### src/rtl/trap_sequencer.sv
// Machine-mode trap entry / mret sequencer driving the single CSR write port, then an IFU redirect.
// `define TRAP_MTVAL_EN adds an mtval write between mcause and mstatus (trap latency 6 instead of 5).
module trap_sequencer #(
  parameter int XLEN     = 32,
  parameter int IRQ_CODE = 7
) (
  input  logic            i_clock,
  input  logic            i_reset,
  input  logic            i_valid,
  output logic            o_ready,
  input  logic [XLEN-1:0] i_pc,
  input  logic [XLEN-1:0] i_tval,
  input  logic            i_irq,
  input  logic            i_illegal,
  input  logic            i_lfault,
  input  logic            i_ecall,
  input  logic            i_ebreak,
  input  logic            i_mret,
  input  logic [XLEN-1:0] i_mstatus,
  input  logic [XLEN-1:0] i_mtvec,
  input  logic [XLEN-1:0] i_mepc,
  output logic            o_csr_wen,
  output logic [11:0]     o_csr_addr,
  output logic [XLEN-1:0] o_csr_wdata,
  output logic            o_redirect,
  output logic [XLEN-1:0] o_redirect_pc,
  input  logic            i_redirect_ready
);

`ifdef TRAP_MTVAL_EN
  typedef enum logic [2:0] {
    S_IDLE, S_SAVE_EPC, S_SAVE_CAUSE, S_SAVE_TVAL, S_UPD_STATUS, S_RESTORE, S_REDIRECT
  } state_t;
`else
  typedef enum logic [2:0] {
    S_IDLE, S_SAVE_EPC, S_SAVE_CAUSE, S_UPD_STATUS, S_RESTORE, S_REDIRECT
  } state_t;
`endif

  state_t          r_state;
  logic [XLEN-1:0] r_cause;
  logic [XLEN-1:0] r_mstatus;

  logic            w_irq_eff;
  logic            w_trap;
  logic            w_accept;
  logic [XLEN-1:0] w_cause;
  logic            w_tval_keep;
  logic [XLEN-1:0] w_trap_status;
  logic [XLEN-1:0] w_mret_status;

  always_comb begin
    w_irq_eff   = i_irq & i_mstatus[3];
    w_trap      = w_irq_eff | i_illegal | i_lfault | i_ebreak | i_ecall;
    w_accept    = i_valid & o_ready & (w_trap | i_mret);
    w_tval_keep = 1'b0;
    w_cause     = '0;
    // Fixed priority; losing causes are simply dropped.
    if (w_irq_eff) begin
      w_cause = {1'b1, (XLEN-1)'(IRQ_CODE)};
    end else if (i_illegal) begin
      w_cause     = XLEN'(2);
      w_tval_keep = 1'b1;
    end else if (i_lfault) begin
      w_cause     = XLEN'(5);
      w_tval_keep = 1'b1;
    end else if (i_ebreak) begin
      w_cause = XLEN'(3);
    end else if (i_ecall) begin
      w_cause = XLEN'(11);
    end
  end

  always_comb begin
    w_trap_status        = r_mstatus;
    w_trap_status[7]     = r_mstatus[3];
    w_trap_status[3]     = 1'b0;
    w_trap_status[12:11] = 2'b11;
    w_mret_status        = i_mstatus;
    w_mret_status[3]     = i_mstatus[7];
    w_mret_status[7]     = 1'b1;
    w_mret_status[12:11] = 2'b11;
  end

`ifdef TRAP_MTVAL_EN
  logic [XLEN-1:0] r_tval;
  always_ff @(posedge i_clock or posedge i_reset) begin
    if (i_reset)
      r_tval <= '0;
    else if (w_accept)
      r_tval <= w_tval_keep ? i_tval : '0;
  end
`else
  logic w_unused_tval;
  assign w_unused_tval = ^{i_tval, w_tval_keep};
`endif

  // Outputs are registered: each transition loads the values seen during the next state.
  always_ff @(posedge i_clock or posedge i_reset) begin
    if (i_reset) begin
      r_state       <= S_IDLE;
      r_cause       <= '0;
      r_mstatus     <= '0;
      o_ready       <= 1'b1;
      o_csr_wen     <= 1'b0;
      o_csr_addr    <= '0;
      o_csr_wdata   <= '0;
      o_redirect    <= 1'b0;
      o_redirect_pc <= '0;
    end else begin
      o_csr_wen   <= 1'b0;
      o_csr_addr  <= '0;
      o_csr_wdata <= '0;
      case (r_state)
        S_IDLE: begin
          if (w_accept) begin
            r_cause   <= w_cause;
            r_mstatus <= i_mstatus;
            o_ready   <= 1'b0;
            o_csr_wen <= 1'b1;
            if (w_trap) begin
              r_state     <= S_SAVE_EPC;
              o_csr_addr  <= 12'h341;
              o_csr_wdata <= i_pc;
            end else begin
              r_state     <= S_RESTORE;
              o_csr_addr  <= 12'h300;
              o_csr_wdata <= w_mret_status;
            end
          end
        end
        S_SAVE_EPC: begin
          r_state     <= S_SAVE_CAUSE;
          o_csr_wen   <= 1'b1;
          o_csr_addr  <= 12'h342;
          o_csr_wdata <= r_cause;
        end
        S_SAVE_CAUSE: begin
          o_csr_wen <= 1'b1;
`ifdef TRAP_MTVAL_EN
          r_state     <= S_SAVE_TVAL;
          o_csr_addr  <= 12'h343;
          o_csr_wdata <= r_tval;
        end
        S_SAVE_TVAL: begin
          o_csr_wen   <= 1'b1;
`endif
          r_state     <= S_UPD_STATUS;
          o_csr_addr  <= 12'h300;
          o_csr_wdata <= w_trap_status;
        end
        S_UPD_STATUS: begin
          r_state       <= S_REDIRECT;
          o_redirect    <= 1'b1;
          o_redirect_pc <= {i_mtvec[XLEN-1:2], 2'b00};
        end
        S_RESTORE: begin
          r_state       <= S_REDIRECT;
          o_redirect    <= 1'b1;
          o_redirect_pc <= i_mepc;
        end
        S_REDIRECT: begin
          if (i_redirect_ready) begin
            r_state       <= S_IDLE;
            o_redirect    <= 1'b0;
            o_redirect_pc <= '0;
            o_ready       <= 1'b1;
          end
        end
        default: begin
          r_state    <= S_IDLE;
          o_ready    <= 1'b1;
          o_redirect <= 1'b0;
        end
      endcase
    end
  end

endmodule

### config.mk
export PLATFORM = sky130hd
export DESIGN_NAME = trap_sequencer
export DESIGN_NICKNAME = d
export VERILOG_FILES = /design/src/rtl/trap_sequencer.sv
export SDC_FILE = /design/constraint.sdc
export NUM_CORES = 1
export LEC_CHECK = 0
export BUFFER_PORTS_ARGS = -buffer_cell sky130_fd_sc_hd__buf_2
export CAP_MARGIN = 20
export CORE_MARGIN = 8
export CORE_UTILIZATION = 33
export CTS_CLUSTER_SIZE = 8
export DETAILED_ROUTE_END_ITERATION = 16
export GPL_TIMING_DRIVEN = 0
export SYNTH_ARGS = -nofsm -noshare
export SYNTH_HDL_FRONTEND = slang
export SYNTH_SLANG_ARGS = --single-unit
### constraint.sdc
create_clock -name i_clock -period 4 [get_ports i_clock]
set_input_delay 0.8 -clock i_clock [delete_from_list [all_inputs] [get_ports i_clock]]
set_output_delay 0.8 -clock i_clock [all_outputs]
set_load 0.1 [all_outputs]
* Yosys cells after proc, flatten, opt, wreduce, memory -nomap -nowiden
Cells that the tools add are included. Widths: inputs -> output; s select.
Storage, ports and cells: bits in registers 146, input port bits 170, output and inout bits 79, word-level logic and storage cells 61
Operators by class: equal/unequal tests 7, mux-type cells 24, bitwise logic cells 10, reduce and logical (&&, ||, !) cells 11
Operators by type and width (number):
- $pmux 32 s3 | 2
- $mux 32 | 4
- $pmux 10 s3 | 1
- $mux 4 | 4
- $pmux 3 s5 | 1
- $mux 10 | 1
- $mux 3 | 3
- $reduce_and 2->1 | 4
- $mux 7 | 1
- $eq 3x2->1 const B | 2
- $eq 3x3->1 const B | 2
- $pmux 1 s3 | 2
- $or 1x1->1 | 5
- $mux 1 | 4
- $ne 2x2->1 const B | 2
- $reduce_or 2->1 | 2
- $reduce_or 4->1 | 1
- $and 1x1->1 | 3
- $eq 3x1->1 const B | 1
- $logic_not 3->1 | 1
- $reduce_and 3->1 | 1
- $reduce_bool 3->1 | 1
- $reduce_or 3->1 | 1
- $not 1->1 | 2
- $pmux 1 s2 | 1

* Logic depth before layout (Yosys ltp)
word-level depth 9, depth in mapped cells 6, gate-level depth less buffers 3

* Least setup slack after synthesis
No wires, ideal clock.
path type reg2reg, start register o_ready, end register r_cause[0], library setup time 125 ps, arrival time 2154 ps, slack 1721 ps, stages on the path, launching flop included 7, buffers on the path 3, period minus slack after synthesis 2279 ps, cell sequence dfstp_2 nor4bb_1 clkbuf_1 o311a_1 buf_6 buf_6 mux2_4
On the way: word-level cells in the longest chain between the ends 3
Ends and longest elaborated chain:
- from (decl) | RTL line 10 | output logic o_ready,
- from (signal assigned) | RTL line 104 | o_ready <= 1'b1;
- from (signal assigned) | RTL line 119 | o_ready <= 1'b0;
- from (signal assigned) | RTL line 167 | o_ready <= 1'b1;
- $and 1x1->1 (2 in series) | RTL line 55 | w_accept = i_valid & o_ready & (w_trap | i_mret);
- $reduce_and 2->1 (no line)
- to (signal assigned) | RTL line 117 | r_cause <= w_cause;
- to (decl) | RTL line 41 | logic [XLEN-1:0] r_cause;
No other way between the ends. A chain may end at the register's enable or synchronous reset.

* Worst setup path in the final report
start input port i_lfault, end register o_csr_wdata[1]
On the way: word-level cells in the longest chain between the ends 7, elaborated cells on any way between the ends 8
Ends and longest elaborated chain:
- from (decl) | RTL line 15 | input logic i_lfault,
- $or 1x1->1 * (3 in series) | RTL line 54 | w_trap = w_irq_eff | i_illegal | i_lfault | i_ebreak | i_ecall;
- $or 1x1->1 | RTL line 55
- $and 1x1->1 | RTL line 55
- $mux 32 * | RTL line 116 | if (w_accept) begin
- $pmux 32 s3 * | RTL line 114 | case (r_state)
- to (signal assigned) | RTL line 124 | o_csr_wdata <= i_pc;
- to (signal assigned) | RTL line 128 | o_csr_wdata <= w_mret_status;
- to (signal assigned) | RTL line 136 | o_csr_wdata <= r_cause;
- to (decl) | RTL line 24 | output logic [XLEN-1:0] o_csr_wdata,
Mark *: on every way between the ends. The rest lies on a longest branch, timed or not.

==> results.sh <==
export IMPL_outcome="finished, final reports clean"
export IMPL_syn_cell_area_um2=5665
export IMPL_clk_pin_slew_ns=0.07
export IMPL_io_buffer_count=205
export IMPL_yosysUniqueCellTypes=43
export IMPL_fin_util_pct=42.99
export IMPL_fp_coreArea_um2=17060
export IMPL_die_y_um=147.0
export IMPL_hp_class="in -> async"
export IMPL_yosys_warnings=0
export IMPL_diodes=0
export IMPL_drtIter0Drc=180
export IMPL_cts_resized=0
export IMPL_power_net_switching_mw=4.085
export IMPL_hold_ws_ns=0.4534
export IMPL_setup_violations=0
export IMPL_grt_usage_pct=17.02
export IMPL_synth_async_reset_ratio_pct=100.0
export IMPL_synthFlopType="dfrtp_1"
export IMPL_ctsHoldBuffers=0
export IMPL_floorplan_initialDensity_pct=33.22
export IMPL_drive_gt1_share_pct=36.72
export IMPL_critPathMaxFanout=9
export IMPL_combinationalPowerShare_pct=62.1
export IMPL_period_minus_slack_ns=2.348
export IMPL_wirelength_um=18500
export IMPL_fmax_mhz=426.0
export IMPL_numCtsBuffers=9
export IMPL_drc=0
export IMPL_timing_final_hold_violations=0
export IMPL_final_common_cell="buf_2"
export IMPL_clock_path_buffers=2
export IMPL_power_density_nw_per_um2=984.2
export IMPL_synth_edf_count=0
export IMPL_maxCapViolCount=0
export IMPL_vias=4878
export IMPL_antenna_found_initial=3
export IMPL_io_pin_count=249
export IMPL_postCtsSetupBuffers=0
export IMPL_clock_root_buffer="clkbuf_16"
export IMPL_cts_tree="yes"
export IMPL_period_share_pct=58.69
export IMPL_synth_top_area_share_pct=46.82
export IMPL_power_frac_seq_pct=25.2
export IMPL_num_rows=48
export IMPL_hpwl_um=14360
export IMPL_routabilityCongestion=0.7883
export IMPL_internal_power_mw=3.132
export IMPL_die_area_um2=21620
export IMPL_final_antenna_net_count=0
export IMPL_overflow=0
export IMPL_wire_per_inst_um=18.84
export IMPL_vias_per_cell=4.967
export IMPL_mostFrequentLayoutCells="buf_2 (209), dfrtp_1 (106), clkbuf_1 (45)"
export IMPL_ys_seq_elements=107
export IMPL_syn_inst=528
export IMPL_switching_share_pct=56.60
export IMPL_htree_num_levels=3
export IMPL_p_clk_share_pct=12.7
export IMPL_synth_area_leaders="dfrtp_1 (47%), mux2_4 (7.2%), mux2i_1 (5.5%)"
export IMPL_slew_headroom_pct=48.15
export IMPL_drt_pass1_iterations=4
export IMPL_ir_worst_vdd_mv=0.7966
export IMPL_clock_sinks=107
export IMPL_worst_pin_slew_ns=0.7731
export IMPL_grt_max_degree=40
export IMPL_die_w_um=147.0
export IMPL_clock_latency_ns=0.35
export IMPL_p_leak_nw=3.629
export IMPL_areaGrowthSynthToFinish_pct=29.44
export IMPL_nets=922
export IMPL_fill_cells=1705
export IMPL_rsz0062_at_grt="false"
export IMPL_cp_start_kind="primary input"
export IMPL_synth_area_leader_cell="dfrtp_1"
export IMPL_end_kind="flop"
export IMPL_slew_viol_final=0
export IMPL_syn_avg_cell_area_um2=10.73
export IMPL_grt_pass1_wl_um=29070
export IMPL_critPathRequiredTime_ns=4.18
export IMPL_fin_skew_ns=0.008975
export IMPL_crit_type="in -> reg"
export IMPL_first_global_vias=5225
export IMPL_cp_arrival_ns=2.53
export IMPL_ys_seq_area_share_pct=47.28
-- path summary, 6_finish.rpt --
check | from | endpoint | slack [ns] | cells past startpoint
hold / removal | i_reset | o_redirect_pc[25] | 0.45 | 2
hold reg to reg | r_mstatus[26] | o_csr_wdata[26] | 0.49 | 2
setup / recovery | i_lfault | o_csr_wdata[1] | 1.65 | 4
max in group asynchronous | i_reset | o_csr_wdata[18] | 2.73 | 4
min in group i_clock | r_mstatus[26] | o_csr_wdata[26] | 0.49 | 2
setup reg to reg | r_state[1] | o_csr_wdata[14] | 1.81 | 5
-- cell usage after synthesis, types with 2 or more instances --
library cell / number
dfrtp_1: 106
clkbuf_1: 44
inv_1: 37
a21oi_1: 34
mux2i_1: 31
nor4bb_1: 31
and3b_1: 28
mux2_4: 27
nand2_1: 26
o2111ai_1: 26
nand3_1: 24
nand4_1: 22
o21ai_0: 12
buf_4: 9
nor2_1: 6
mux2_2: 5
o311ai_0: 5
and2_1: 4
buf_2: 4
buf_6: 4
nand3b_1: 4
a221o_1: 3
a311o_1: 3
nand2b_1: 3
nor4_1: 3
o211ai_1: 3
or2_2: 3
a21o_1: 2
and3_1: 2
buf_1: 2
nor2b_1: 2
o2bb2ai_1: 2
-- final cells by class --
type                       count  area, µm²  area share [%]
sequential                   107       2679           36.53
multi-input combinational    327       2565           34.98
timing repair buffer         207       1066           14.54
buffer                        63      305.3           4.163
tap                          225      281.5           3.839
clock buffer                  11      242.7           3.310
inverter                      37      141.4           1.928
clock inverter                 5      52.55          0.7166
-- cells by family after synthesis --
kind of cell | after synthesis | share of synthesized area, %
simple gates | 162 | 19.59
mux | 63 | 13.63
other cells | 1 | 0.06619
buf+inv | 100 | 7.840
compound gates | 95 | 11.59
flops | 107 | 47.28
-- layer usage --
metal	vias to the layer above	routed length, µm	global-route usage, %
met1	2276	8015	20.42
met4	6	248	5.456
met2	210	8293	27.37
li1	2366	-	-
met5	-	40	0
met3	20	1900	6.829
-- stage by stage --
step	setup slack, ns	cell area [µm²]	TNS, ns	cells	power, mW
after floorplan	0.3844	5688	0	534	5.469
after global placement	-1.069	6995	-112.66	964	6.305
after detailed placement	1.295	7038	0	966	6.334
final	1.652	7333	0	982	7.217
after global routing	1.516	7333	0	982	7.576
after CTS	1.665	7333	0	982	7.272
-- critical path: stages --
cell      delay, ns
buf_2          0.13
nor3_1         0.60
nand2_1        0.41
o311ai_0       0.59
-- sequential cells by signal, indices dropped and copies added (netlist names) --
name           cells
o_redirect         1
o_ready            1
r_cause            5
o_redirect_pc     32
o_csr_addr         4
o_csr_wdata       32
r_mstatus         29
r_state            3
-- power groups by stage --
stage	clock [mW]	sequential [mW]	combinational (mW)
after detailed placement	0	1.82	4.51
after CTS	0.946	1.82	4.51
after floorplan	0	3.99	1.48
after global routing	0.983	1.88	4.72
final	0.918	1.82	4.48
after global placement	0	1.82	4.48
No activity file was read; power rests on OpenSTA's default activity.
